$ cat config.mk
export PLATFORM = sky130hd
export DESIGN_NAME = uart_receiver
export DESIGN_NICKNAME = d
export VERILOG_FILES = /design/src/rtl/uart_receiver.sv
export SDC_FILE = /design/constraint.sdc
export NUM_CORES = 1
export LEC_CHECK = 0
export ABC_CLOCK_PERIOD_IN_PS = 3300
export CAP_MARGIN = 0
export CORE_ASPECT_RATIO = 1.2
export CORE_MARGIN = 2
export CORE_UTILIZATION = 45
export CTS_CLUSTER_SIZE = 12
export DETAILED_ROUTE_END_ITERATION = 8
export DONT_BUFFER_PORTS = 1
export GPL_TIMING_DRIVEN = 1
export PLACE_DENSITY_LB_ADDON = 0.12
export RECOVER_POWER = 25
export REMOVE_ABC_BUFFERS = 1
export SLEW_MARGIN = 20
export SYNTH_ARGS = -nofsm -noshare
export SYNTH_HDL_FRONTEND = slang
export SYNTH_SLANG_ARGS = --single-unit
export TNS_END_PERCENT = 30
$ cat constraint.sdc
create_clock -name i_clk -period 3.3 [get_ports i_clk]
set_input_delay 0.495 -clock i_clk [delete_from_list [all_inputs] [get_ports i_clk]]
set_output_delay 0.495 -clock i_clk [all_outputs]
set_load 0.05 [all_outputs]
$ cat src/rtl/uart_receiver.sv
// ---------------------------------------------------------------------------
// uart_receiver
//
// Receives 8N1 serial frames (one start bit, eight data bits LSB-first, one
// stop bit) from the RXD pin and presents each byte through a one-entry
// holding register with a valid/ready handshake. Framing errors and overruns
// are reported as sticky flags for the UART status word.
//
// Parameters:
//   clk_freq_hz : input clock frequency in Hz
//   baud_rate   : serial line rate in bits/s
//   CPB = clk_freq_hz / baud_rate clock cycles per bit (must be >= 4)
//
// Ports:
//   i_clk       : single clock, all flops on its rising edge
//   i_rst_n     : asynchronous active-low reset
//   i_rx        : serial line, idle high, asynchronous to i_clk
//   o_data      : received byte (holding register)
//   o_valid     : o_data holds an unconsumed byte
//   i_ready     : consumer takes the byte in any cycle with o_valid && i_ready
//   o_frame_err : sticky, stop bit was sampled low
//   o_overrun   : sticky, a byte was dropped because the holding register was full
//   i_clr_err   : synchronous clear of both sticky flags (a set event wins)
// ---------------------------------------------------------------------------
module uart_receiver #(
    parameter int unsigned clk_freq_hz = 100000000,
    parameter int unsigned baud_rate   = 1000000
) (
    input  logic       i_clk,
    input  logic       i_rst_n,
    input  logic       i_rx,
    output logic [7:0] o_data,
    output logic       o_valid,
    input  logic       i_ready,
    output logic       o_frame_err,
    output logic       o_overrun,
    input  logic       i_clr_err
);

    localparam int unsigned CPB   = clk_freq_hz / baud_rate;
    localparam int unsigned HALF  = CPB / 2;
    localparam int unsigned CNT_W = $clog2(CPB);

    // Last count of a full bit period and of the half-bit start qualification.
    localparam logic [CNT_W-1:0] CNT_BIT_END  = CNT_W'(CPB - 1);
    localparam logic [CNT_W-1:0] CNT_HALF_END = CNT_W'(HALF - 1);
    localparam logic [CNT_W-1:0] CNT_ZERO     = CNT_W'(0);
    localparam logic [CNT_W-1:0] CNT_ONE      = CNT_W'(1);

    typedef enum logic [2:0] {
        ST_IDLE  = 3'd0,
        ST_START = 3'd1,
        ST_DATA  = 3'd2,
        ST_STOP  = 3'd3,
        ST_BREAK = 3'd4
    } state_t;

    // Synchronizer flops; both reset to the idle line level.
    logic             rx_meta_r;
    logic             rx_sync_r;
    logic             rx_s;

    // Receive state machine and its datapath.
    state_t           state_r;
    state_t           state_nxt_s;
    logic [CNT_W-1:0] cnt_r;
    logic [CNT_W-1:0] cnt_nxt_s;
    logic [2:0]       bit_idx_r;
    logic [2:0]       bit_idx_nxt_s;
    logic [7:0]       shift_r;
    logic [7:0]       shift_nxt_s;

    // Holding register and sticky flags.
    logic [7:0]       data_r;
    logic             valid_r;
    logic             frame_err_r;
    logic             overrun_r;

    // Per-cycle events decoded from the state machine.
    logic             stop_sample_s;
    logic             deliver_s;
    logic             frame_set_s;
    logic             load_s;
    logic             overrun_set_s;
    logic             consume_s;

    // Two-flop synchronizer bringing the asynchronous line into the clock domain.
    always_ff @(posedge i_clk or negedge i_rst_n) begin
        if (!i_rst_n) begin
            rx_meta_r <= 1'b1;
            rx_sync_r <= 1'b1;
        end else begin
            rx_meta_r <= i_rx;
            rx_sync_r <= rx_meta_r;
        end
    end

    assign rx_s = rx_sync_r;

    // State register together with the bit counter, bit index and shift register.
    always_ff @(posedge i_clk or negedge i_rst_n) begin
        if (!i_rst_n) begin
            state_r   <= ST_IDLE;
            cnt_r     <= CNT_ZERO;
            bit_idx_r <= 3'd0;
            shift_r   <= 8'd0;
        end else begin
            state_r   <= state_nxt_s;
            cnt_r     <= cnt_nxt_s;
            bit_idx_r <= bit_idx_nxt_s;
            shift_r   <= shift_nxt_s;
        end
    end

    // Next-state logic: start qualification at half a bit, then one sample per bit centre.
    always_comb begin
        state_nxt_s   = state_r;
        cnt_nxt_s     = cnt_r;
        bit_idx_nxt_s = bit_idx_r;
        shift_nxt_s   = shift_r;
        case (state_r)
            ST_IDLE: begin
                if (!rx_s) begin
                    state_nxt_s = ST_START;
                    cnt_nxt_s   = CNT_ZERO;
                end else begin
                    state_nxt_s = ST_IDLE;
                end
            end
            ST_START: begin
                if (cnt_r == CNT_HALF_END) begin
                    cnt_nxt_s = CNT_ZERO;
                    if (!rx_s) begin
                        state_nxt_s   = ST_DATA;
                        bit_idx_nxt_s = 3'd0;
                    end else begin
                        // Line went back high before mid-bit: treat as a glitch.
                        state_nxt_s = ST_IDLE;
                    end
                end else begin
                    cnt_nxt_s = cnt_r + CNT_ONE;
                end
            end
            ST_DATA: begin
                if (cnt_r == CNT_BIT_END) begin
                    // Right shift so the first (LSB) bit ends up in bit 0 after eight samples.
                    shift_nxt_s   = {rx_s, shift_r[7:1]};
                    cnt_nxt_s     = CNT_ZERO;
                    bit_idx_nxt_s = bit_idx_r + 3'd1;
                    if (bit_idx_r == 3'd7) begin
                        state_nxt_s = ST_STOP;
                    end else begin
                        state_nxt_s = ST_DATA;
                    end
                end else begin
                    cnt_nxt_s = cnt_r + CNT_ONE;
                end
            end
            ST_STOP: begin
                if (cnt_r == CNT_BIT_END) begin
                    cnt_nxt_s = CNT_ZERO;
                    if (rx_s) begin
                        // Back to IDLE half a bit early so a back-to-back start edge is caught.
                        state_nxt_s = ST_IDLE;
                    end else begin
                        state_nxt_s = ST_BREAK;
                    end
                end else begin
                    cnt_nxt_s = cnt_r + CNT_ONE;
                end
            end
            ST_BREAK: begin
                // A line held low must return high before a new start can be recognised.
                if (rx_s) begin
                    state_nxt_s = ST_IDLE;
                end else begin
                    state_nxt_s = ST_BREAK;
                end
            end
            default: begin
                state_nxt_s   = ST_IDLE;
                cnt_nxt_s     = CNT_ZERO;
                bit_idx_nxt_s = 3'd0;
                shift_nxt_s   = 8'd0;
            end
        endcase
    end

    // Output decode: stop-bit events and their effect on the holding register.
    always_comb begin
        stop_sample_s = (state_r == ST_STOP) && (cnt_r == CNT_BIT_END);
        deliver_s     = stop_sample_s && rx_s;
        frame_set_s   = stop_sample_s && !rx_s;
        // A full holding register may still accept the byte if it is consumed this cycle.
        load_s        = deliver_s && (!valid_r || i_ready);
        overrun_set_s = deliver_s && valid_r && !i_ready;
        consume_s     = valid_r && i_ready && !deliver_s;
    end

    // Holding register with valid/ready handshake.
    always_ff @(posedge i_clk or negedge i_rst_n) begin
        if (!i_rst_n) begin
            data_r  <= 8'd0;
            valid_r <= 1'b0;
        end else begin
            if (load_s) begin
                data_r  <= shift_r;
                valid_r <= 1'b1;
            end else if (consume_s) begin
                valid_r <= 1'b0;
            end else begin
                valid_r <= valid_r;
            end
        end
    end

    // Sticky error flags; a set event in the same cycle as a clear keeps the flag set.
    always_ff @(posedge i_clk or negedge i_rst_n) begin
        if (!i_rst_n) begin
            frame_err_r <= 1'b0;
            overrun_r   <= 1'b0;
        end else begin
            if (frame_set_s) begin
                frame_err_r <= 1'b1;
            end else if (i_clr_err) begin
                frame_err_r <= 1'b0;
            end else begin
                frame_err_r <= frame_err_r;
            end
            if (overrun_set_s) begin
                overrun_r <= 1'b1;
            end else if (i_clr_err) begin
                overrun_r <= 1'b0;
            end else begin
                overrun_r <= overrun_r;
            end
        end
    end

    assign o_data      = data_r;
    assign o_valid     = valid_r;
    assign o_frame_err = frame_err_r;
    assign o_overrun   = overrun_r;

endmodule

==> run_results.csv, run 1 <==
group,metric,value,unit
status,outcome,"finished with violations",
status,violations,"capacitance limit, slew limit",
critical_path,ff2ff_setup_slack,1500,ps
placed_design,dp.final_hpwl,2.23,mm
sta,fin_hold_ws,47.9,ps
floorplan,fp.dieW,60.0,um
clock_network,cts_tree,"done",
sta,setup_viol,0,
floorplan,core,3630,um^2
final_layout,drive_above_1_share,17.4,%
power,p_leak,0.770,nW
sta,fin_worst_skew,3.46,ps
global_route,grt_busiest_layer,"met2",
floorplan,fp.dieH,71.2,um
critical_path,r2r-start,"cnt_r[1]$_DFFE_PN0P_",
drt,ant_nets,0,
clock_network,worstSkewPairLatency,280,ps
floorplan,num_io_pins,16,
sta,tightestPinTransition,1710,ps
hold_path,hold_class,"input port to asynchronous set/reset pin",
sta,finalCriticalPeriod,1800,ps
global_route,use_met2,27.5,%
clock_network,h-tree-depth,2,
critical_path,path_class,"flop to flop",
yosys,synth_edf_count,0,
global_route,grt_pass1_vias,1163,
power,powerDensity,399,nW/um^2
placed_design,post_dp_cell_area,1730,um^2
floorplan,die_area,4270,um^2
global_route,antenna_found_initial,0,
clock_network,clock_sinks,34,
critical_path,ff2ff_path_depth,5,
yosys,synth_ff_type,"dfrtp_1",
power,ir_drop,0.327,mV
placed_design,portBuffers,0,
yosys,ys_seq_elements,34,
clock_network,clk_pin_slew,70,ps
placed_design,routabilityCongestion,0.816,
yosys,ys_seq_area_share,50.4,%
yosys,ys_warn_count,0,
floorplan,initial_utilization,46.6,%
yosys,netlist_instances,157,
final_layout,antenna_cells,0,
sta,fin_ws,1500,ps
critical_path,setup.worst_path.start_class,"flop",
drt,wirelength,3.14,mm
critical_path,end_kind,"flop",
yosys,syn_area,1690,um^2
floorplan,rows,24,
global_route,grt_max_degree,33,
global_route,gr-total-overflow,0,
clock_network,cts-root-buf,"clkbuf_8",
sta,fin_tns_setup,0,ps
global_route,use_met1,22.2,%
drt,dr.pass1.iters,4,
global_route,grt_pass1_wl,5.53,mm
critical_path,worstPathArrival,2010,ps
final_layout,synthToLayoutAreaGrowth,7.76,%
clock_network,clockBufferDepth,2,
final_layout,nets,169,
yosys,synthArstFlopShare,100,%
global_route,grt_usage,17.4,%
sta,rsz0062_at_grt,"no",
yosys,syn_avg_cell_area,10.8,um^2
critical_path,r2r-end,"shift_r[0]$_DFFE_PN0P_",
sta,period_share,54.5,%
yosys,yosysUniqueCellTypes,36,
clock_network,numCtsBuffers,5,
sta,fmax,556,MHz
final_layout,final_area,1820,um^2
sta,hold_violations,0,
drt,drt-wirelength-per-cell,14.7,um
global_route,met3_usage,4.57,%
critical_path,critPathRequiredTime,3510,ps
drt,drtIter0Drc,61,
placed_design,place_ws,1470,ps
drt,vias,1119,
sta,finalMaxSlewViolations,33,
flow_run,cap_violations,1,
critical_path,worstPathMaxFanout,8,
drt,drcViolationCount,0,
drt,vias_per_cell,5.25,
sta,slew_headroom,-14.1,%
==> state kept, by name (all words and copies together) (netlist names) <==
signal,count
bit_idx_r,3
shift_r,8
cnt_r,7
rx_meta_r,1
o_frame_err,1
o_valid,1
state_r,3
o_data,8
rx_s,1
o_overrun,1
==> cells in the mapped netlist (2+ instances only) <==
| library cell | count | area, um^2 |
|---|---|---|
| a21oi_1 | 4 | 20.0 |
| inv_1 | 14 | 52.6 |
| mux2i_1 | 10 | 100 |
| nor2_1 | 10 | 37.5 |
| o21a_1 | 2 | 15.0 |
| dfrtp_1 | 32 | 801 |
| dfstp_2 | 2 | 52.6 |
| nand3_1 | 5 | 25.0 |
| mux2_2 | 8 | 90.1 |
| o22ai_1 | 2 | 12.5 |
| nand2_1 | 24 | 90.1 |
| o211ai_1 | 4 | 30.0 |
| nor3_1 | 2 | 10.0 |
| ha_1 | 4 | 50.1 |
| o21ai_0 | 8 | 40.0 |
| nand2b_1 | 4 | 25.0 |
| clkbuf_1 | 2 | 7.51 |
| buf_2 | 2 | 10.0 |
==> placed cells by master (no fill, tap or decap), types with 2 or more instances in the layout <==
cell	n
nor3_1	2
o22ai_1	2
clkbuf_8	5
ha_1	4
clkbuf_1	2
nand3_1	5
mux2i_1	10
inv_1	14
nand2b_1	4
dfrtp_1	32
mux2_2	8
dfstp_2	2
a21oi_1	4
o21a_1	2
o21ai_0	8
o211ai_1	4
nand2_1	24
nor2_1	10
clkinvlp_4	2
==> kinds of logic (layout without fill, tap and decap cells) <==
group	after synthesis	after routing	share of synthesized area, %
AND/OR/NAND/NOR	55	55	18.0
buffers and inverters	19	23	4.58
XOR/XNOR	1	1	0.517
flip-flops	34	34	50.4
AO/OA/AOI/OAI	25	25	11.5
adder cells (fa/ha/maj)	4	4	2.96
multiplexers	19	19	12.1
==> power breakdown <==
group / switching (W) / internal (W) / total [W]
registers: 0.00000185 / 0.000419 / 0.000421
logic: 0.00000767 / 0.000000648 / 0.00000831
clock network: 0.000149 / 0.000148 / 0.000298
==> layout make-up <==
type | count | area, um^2
Fill cell | 345 | 1810
Sequential cell | 34 | 853
Multi-Input combinational cell | 104 | 762
Clock buffer | 6 | 72.6
Tap cell | 52 | 65.1
Inverter | 14 | 52.6
Clock inverter | 2 | 15.0
Timing Repair Buffer | 1 | 3.75
==> metal layers <==
| layer | vias up | routed length (um) |
|---|---|---|
| met5 | - | 0 |
| met2 | 18 | 1560 |
| met1 | 554 | 1390 |
| met3 | 5 | 127 |
| li1 | 542 | - |
| met4 | 0 | 61 |
==> worst max-delay path by stage <==
stage,to,from,slack (ps)
global placement,bit_idx_r[0]$_DFFE_PN0P_,cnt_r[0]$_DFFE_PN0P_,1510
detailed placement,shift_r[0]$_DFFE_PN0P_,cnt_r[0]$_DFFE_PN0P_,1470
CTS,shift_r[5]$_DFFE_PN0P_,cnt_r[0]$_DFFE_PN0P_,1470
finish,shift_r[0]$_DFFE_PN0P_,cnt_r[1]$_DFFE_PN0P_,1500
floorplan,bit_idx_r[0]$_DFFE_PN0P_,cnt_r[0]$_DFFE_PN0P_,1590
global route,cnt_r[2]$_DFFE_PN0P_,i_rst_n,1190
==> through the flow <==
stage / total power, W / instances / utilization (%)
after CTS: 0.000740 / 213 / 50.7
after global routing: 0.000756 / 213 / 50.2
after floorplan: 0.000429 / 152 / -
after global placement: 0.000429 / 204 / 47.7
after detailed placement: 0.000429 / 204 / 47.7
final: 0.000727 / 213 / 50.2
==> timing repair <==
action                                 CTS  global route
resized for setup                        0             0
hold buffers                             1             0
endpoints found under the hold margin   32             0
setup buffers                            0             0
==> worst max-delay path, cell delays in order, from the launching register on <==
cell,delay [ps]
dfrtp_1,400
ha_1,220
nand2b_1,130
nor3_2,270
o22a_1,460
mux2i_1,240
No activity file was read; power rests on OpenSTA's default activity.
==> inputs of run 2 (changes only) <==
Settings changed: ABC_CLOCK_PERIOD_IN_PS 3300 to 1550.
Clock period 3.3 ns to 1.55 ns, I/O delays scaled along.
==> run 2 against run 1 <==
Net effect: the flow finishes with violations (setup timing); worst setup slack got worse by 1600 ps; via count is 12% higher; first-iteration DRC count up 38%; non-clock buffer count rose by 26; cell area up 15%; sequential share of layout area down 6.2 points; critical path depth rose by 1; final cell count rose by 12%; sequential power increased by 110%; combinational power grew to 3.4 times the previous value; routed wire length increased by 5.1%; largest cell class unchanged.
==> run_results.csv, run 2 (same netlist as run 1, synthesis figures left out) <==
group,metric,value,unit
status,outcome,"finished with violations",
status,violations,"setup timing",
hold_path,hold_class,"input port to flop",
final_layout,final_area,2100,um^2
clock_network,numCtsBuffers,5,
drt,drtIter0Drc,84,
drt,drt-wirelength-per-cell,13.8,um
power,switching_share,21.9,%
power,powerDensity,739,nW/um^2
sta,finalMaxSlewViolations,0,
floorplan,fp.dieH,71.2,um
critical_path,critPathRequiredTime,1720,ps
final_layout,nets,195,
floorplan,rows,24,
clock_network,worstSkewPairLatency,280,ps
clock_network,clk_pin_slew,70,ps
critical_path,end_kind,"flop",
final_layout,most-common-layout-cells,"dfrtp_1 (31), nand2_1 (24), buf_4 (22), inv_1 (14), mux2i_1 (10)",
final_layout,antenna_cells,0,
drt,ant_nets,0,
critical_path,path_class,"flop to flop",
critical_path,setup.worst_path.start_class,"flop",
drt,drcViolationCount,0,
floorplan,die_area,4270,um^2
drt,vias,1251,
sta,hold_violations,0,
sta,fin_ws,-95.2,ps
sta,fmax,608,MHz
placed_design,routabilityCongestion,0.831,
floorplan,num_io_pins,16,
sta,slew_headroom,42.9,%
sta,rsz0062_at_grt,"yes",
sta,finalCriticalPeriod,1650,ps
final_layout,drive_above_1_share,32.6,%
clock_network,clockBufferDepth,2,
global_route,grt_pass1_wl,5.80,mm
power,ir_drop,0.591,mV
flow_run,cap_violations,0,
drt,wirelength,3.30,mm
final_layout,synthToLayoutAreaGrowth,24.3,%
placed_design,portBuffers,0,
power,p_leak,0.943,nW
power,internal-power,0.00121,W
clock_network,cts_tree,"done",
power,pwr-share-clk,40.7,%
clock_network,cts-root-buf,"clkbuf_8",
sta,fin_worst_skew,2.77,ps
global_route,grt_max_degree,35,
power,seqPwrFrac,57.4,%
sta,tightestPinTransition,857,ps
drt,dr.pass1.iters,4,
floorplan,initial_utilization,46.6,%
placed_design,post_dp_cell_area,1890,um^2
placed_design,place_ws,-194,ps
clock_network,h-tree-depth,2,
critical_path,worstPathMaxFanout,3,
power,power.switching,0.000340,W
critical_path,worstPathArrival,1820,ps
global_route,grt_usage,18.0,%
global_route,grt_pass1_vias,1294,
sta,period_share,106,%
placed_design,dp.final_hpwl,2.30,mm
sta,fin_hold_ws,51.0,ps
floorplan,core,3630,um^2
drt,vias_per_cell,5.23,
global_route,antenna_found_initial,0,
final_layout,mostFrequentLayoutCell,"dfrtp_1",
clock_network,clock_sinks,34,
global_route,gr-total-overflow,0,
floorplan,fp.dieW,60.0,um
power,pwr-share-comb,1.8,%
sta,setup_viol,16,
-- run 2: changes by cell type in the layout (fill, tap and decap cells not counted), sizes merged --
cell,change
clkinvlp,-2
buf,+24
clkinv,+2
dlygate4sd3,+2
-- run 2: layout make-up --
| type | instances | area [um^2] |
|---|---|---|
| Fill cell | 332 | 1530 |
| Clock buffer | 6 | 72.6 |
| Multi-Input combinational cell | 104 | 816 |
| Clock inverter | 2 | 13.8 |
| Tap cell | 52 | 65.1 |
| Inverter | 14 | 52.6 |
| Timing Repair Buffer | 27 | 230 |
| Sequential cell | 34 | 855 |
-- run 2: worst paths after layout --
kind / from / to / slack (ps) / depth (start not counted)
worst max-delay path: cnt_r[1]$_DFFE_PN0P_ / bit_idx_r[0]$_DFFE_PN0P_ / -100 / 6
max in group asynchronous: i_rst_n / cnt_r[5]$_DFFE_PN0P_ / 320 / 2
worst min-delay path: i_clr_err / o_frame_err$_DFFE_PN0P_ / 50 / 1
worst max register to register: cnt_r[1]$_DFFE_PN0P_ / bit_idx_r[0]$_DFFE_PN0P_ / -100 / 6
min in group asynchronous: i_rst_n / bit_idx_r[0]$_DFFE_PN0P_ / 650 / 2
worst min register to register: rx_meta_r$_DFF_PN1_ / rx_s$_DFF_PN1_ / 360 / 0
-- run 2: power by group through the flow --
stage,clock (W),combinational [W],sequential [W]
CTS,0.000660,0.0000352,0.000892
finish,0.000633,0.0000286,0.000893
detailed placement,0,0.00000670,0.000910
floorplan,0,0.00000147,0.000911
global placement,0,0.00000676,0.000910
global route,0.000690,0.0000333,0.000892
-- run 2: critical path, cell delays in order (launching register included) --
cell,delay [ps]
dfrtp_1,380
inv_1,60
ha_2,170
and4b_4,210
and4_4,150
a211o_4,270
mux2_4,290
-- run 2: metrics by stage --
stage          TNS, ps  std cells  power (W)  utilization, %
5_1_grt          -2340        239    0.00162            57.9
3_5_place_dp     -3050        222   0.000916            52.1
4_1_cts           -696        237    0.00159            57.6
2_1_floorplan     -651        152   0.000913               -
6_report          -632        239    0.00155            57.9
3_3_place_gp     -2550        222   0.000916            52.1
-- run 2: repair_timing --
action	4_1_cts	5_1_grt
buffers inserted	4	2
gates resized for setup	9	5
hold buffers	3	0
endpoints found under the hold margin	35	0
setup endpoints to repair	27	27
pin swaps	11	3
-- run 2: routing by layer --
layer | up-vias | routed length, um | GRT usage, %
met5 | - | 0 | 0
met1 | 616 | 1390 | 22.0
met4 | 0 | 53 | 7.16
met2 | 29 | 1710 | 29.3
met3 | 7 | 143 | 5.12
li1 | 599 | - | -
==> inputs of run 3 (changes only) <==
Settings changed: ABC_CLOCK_PERIOD_IN_PS 1550 to 1340.
Clock period 1.55 ns to 1.34 ns, I/O delays scaled along.
==> run 3 against run 2 <==
Net effect: largest cell class unchanged; worst setup slack got worse by 210 ps; global-route usage increased by 0.49 points; core utilization increased by 3.4 points; critical path type unchanged; non-clock buffer count increased by 15; die area unchanged; fmax decreased by 0.21%; clock-buffer cell count unchanged; cell area increased by 5.8%; the flow still finishes with violations (setup timing).
==> run_results.csv, run 3 (same netlist as run 1, synthesis figures left out) <==
group,metric,value,unit
floorplan,initial_utilization,46.6,%
status,violations,"setup timing",
sta,fin_ws,-309,ps
global_route,antenna_found_initial,0,
clock_network,numCtsBuffers,5,
floorplan,core,3630,um^2
global_route,grt_pass1_wl,5.80,mm
drt,drtIter0Drc,52,
drt,wirelength,3.30,mm
sta,tightestPinTransition,843,ps
global_route,met3_usage,5.67,%
clock_network,clockBufferDepth,2,
power,p_total,0.00185,W
clock_network,cts_tree,"done",
sta,slew_headroom,43.8,%
clock_network,worstSkewPairLatency,290,ps
critical_path,critPathRequiredTime,1520,ps
placed_design,routabilityCongestion,0.841,
critical_path,worstPathMaxFanout,3,
global_route,grt_usage,18.5,%
sta,fin_hold_ws,14.6,ps
clock_network,h-tree-depth,2,
critical_path,setup.worst_path.start_class,"flop",
placed_design,portBuffers,0,
drt,vias,1262,
final_layout,final_area,2230,um^2
final_layout,mostFrequentLayoutCell,"buf_4",
critical_path,max_stage_delay,380,ps
global_route,grt_max_degree,35,
final_layout,synthToLayoutAreaGrowth,31.6,%
sta,setup_viol,32,
floorplan,die_area,4270,um^2
final_layout,fillers,311,
drt,dr.pass1.iters,4,
floorplan,rows,24,
final_layout,fin_util,61.3,%
power,powerDensity,832,nW/um^2
sta,period_share,123,%
floorplan,fp.dieH,71.2,um
flow_run,cap_violations,0,
global_route,gr-total-overflow,0,
final_layout,nets,210,
final_layout,drive_above_1_share,39.6,%
sta,fmax,607,MHz
drt,vias_per_cell,4.97,
floorplan,fp.dieW,60.0,um
critical_path,end_kind,"flop",
placed_design,dp.final_hpwl,2.39,mm
final_layout,most-common-layout-cells,"buf_4 (36), dfrtp_1 (31), nand2_1 (23), inv_1 (14), mux2i_1 (10)",
hold_path,hold_class,"input port to flop",
global_route,grt_busiest_layer,"met2",
drt,ant_nets,0,
sta,finalMaxSlewViolations,0,
critical_path,worstPathArrival,1820,ps
critical_path,cp_cell_sequence,"inv_1 > ha_2 > and4b_4 > and4_4 > a211o_4 > mux2_4",
global_route,use_met1,22.1,%
placed_design,post_dp_cell_area,2000,um^2
drt,drcViolationCount,0,
power,p_leak,1.02,nW
final_layout,antenna_cells,0,
sta,finalCriticalPeriod,1650,ps
clock_network,cts-root-buf,"clkbuf_8",
sta,fin_tns_setup,-5910,ps
critical_path,path_class,"flop to flop",
clock_network,clock_sinks,34,
power,ir_drop,0.718,mV
global_route,use_met2,29.5,%
critical_path,crit_slowest_cell,"dfrtp_1",
sta,rsz0062_at_grt,"yes",
sta,hold_violations,0,
floorplan,num_io_pins,16,
status,outcome,"finished with violations",
clock_network,clk_pin_slew,70,ps
sta,fin_worst_skew,3.86,ps
global_route,grt_pass1_vias,1278,
drt,drt-wirelength-per-cell,13.0,um
## run 3: through the flow
step,instances,setup slack (ps)
finish,254,-309
global route,254,-379
CTS,252,-299
detailed placement,238,-398
global placement,238,-357
floorplan,152,-370
## run 3: final cells by class
class,instances,area [um^2],share of cell area (%)
sequential,34,855,38.4
timing repair buffer,42,338,15.2
inverter,14,52.6,2.36
multi-input combinational,104,822,36.9
clock inverter,2,12.5,0.562
tap,52,65.1,2.92
clock buffer,6,82.6,3.71
## run 3: report_power, final
group          switching, W  internal (W)   total, W
clock network      0.000376      0.000412   0.000788
registers        0.00000111       0.00103    0.00103
logic             0.0000248    0.00000770  0.0000325
total              0.000402       0.00145    0.00185
## run 3: layer usage
metal	vias to the layer above	part of all wire [%]
met1	614	43
met2	17	51
met5	-	0
met4	0	2.3
li1	625	-
met3	6	3.8
## run 3: worst paths after layout
kind	start	slack [ps]	endpoint	depth (start not counted)
setup / recovery	cnt_r[1]$_DFFE_PN0P_	-310	bit_idx_r[0]$_DFFE_PN0P_	6
hold / removal	i_clr_err	10	o_frame_err$_DFFE_PN0P_	1
setup reg to reg	cnt_r[1]$_DFFE_PN0P_	-310	bit_idx_r[0]$_DFFE_PN0P_	6
hold reg to reg	rx_meta_r$_DFF_PN1_	360	rx_s$_DFF_PN1_	0
max in group asynchronous	i_rst_n	210	cnt_r[5]$_DFFE_PN0P_	2
min in group asynchronous	i_rst_n	560	cnt_r[3]$_DFFE_PN0P_	2
## run 3: what timing repair did
| item | 4_1_cts | 5_1_grt |
|---|---|---|
| hold buffers | 3 | 0 |
| hold endpoints to repair | 35 | 0 |
| pin swaps | 11 | 4 |
| buffers inserted | 3 | 2 |
| resized for setup | 11 | 7 |
| setup endpoints to repair | 32 | 32 |
## run 3: critical path: cells and delay by family (launching register included)
kind            cells  cell delay (ps)
compound gates      1              280
mux                 1              300
buf+inv             1               60
fa+ha+maj           1              170
flops               1              380
simple gates        2              360
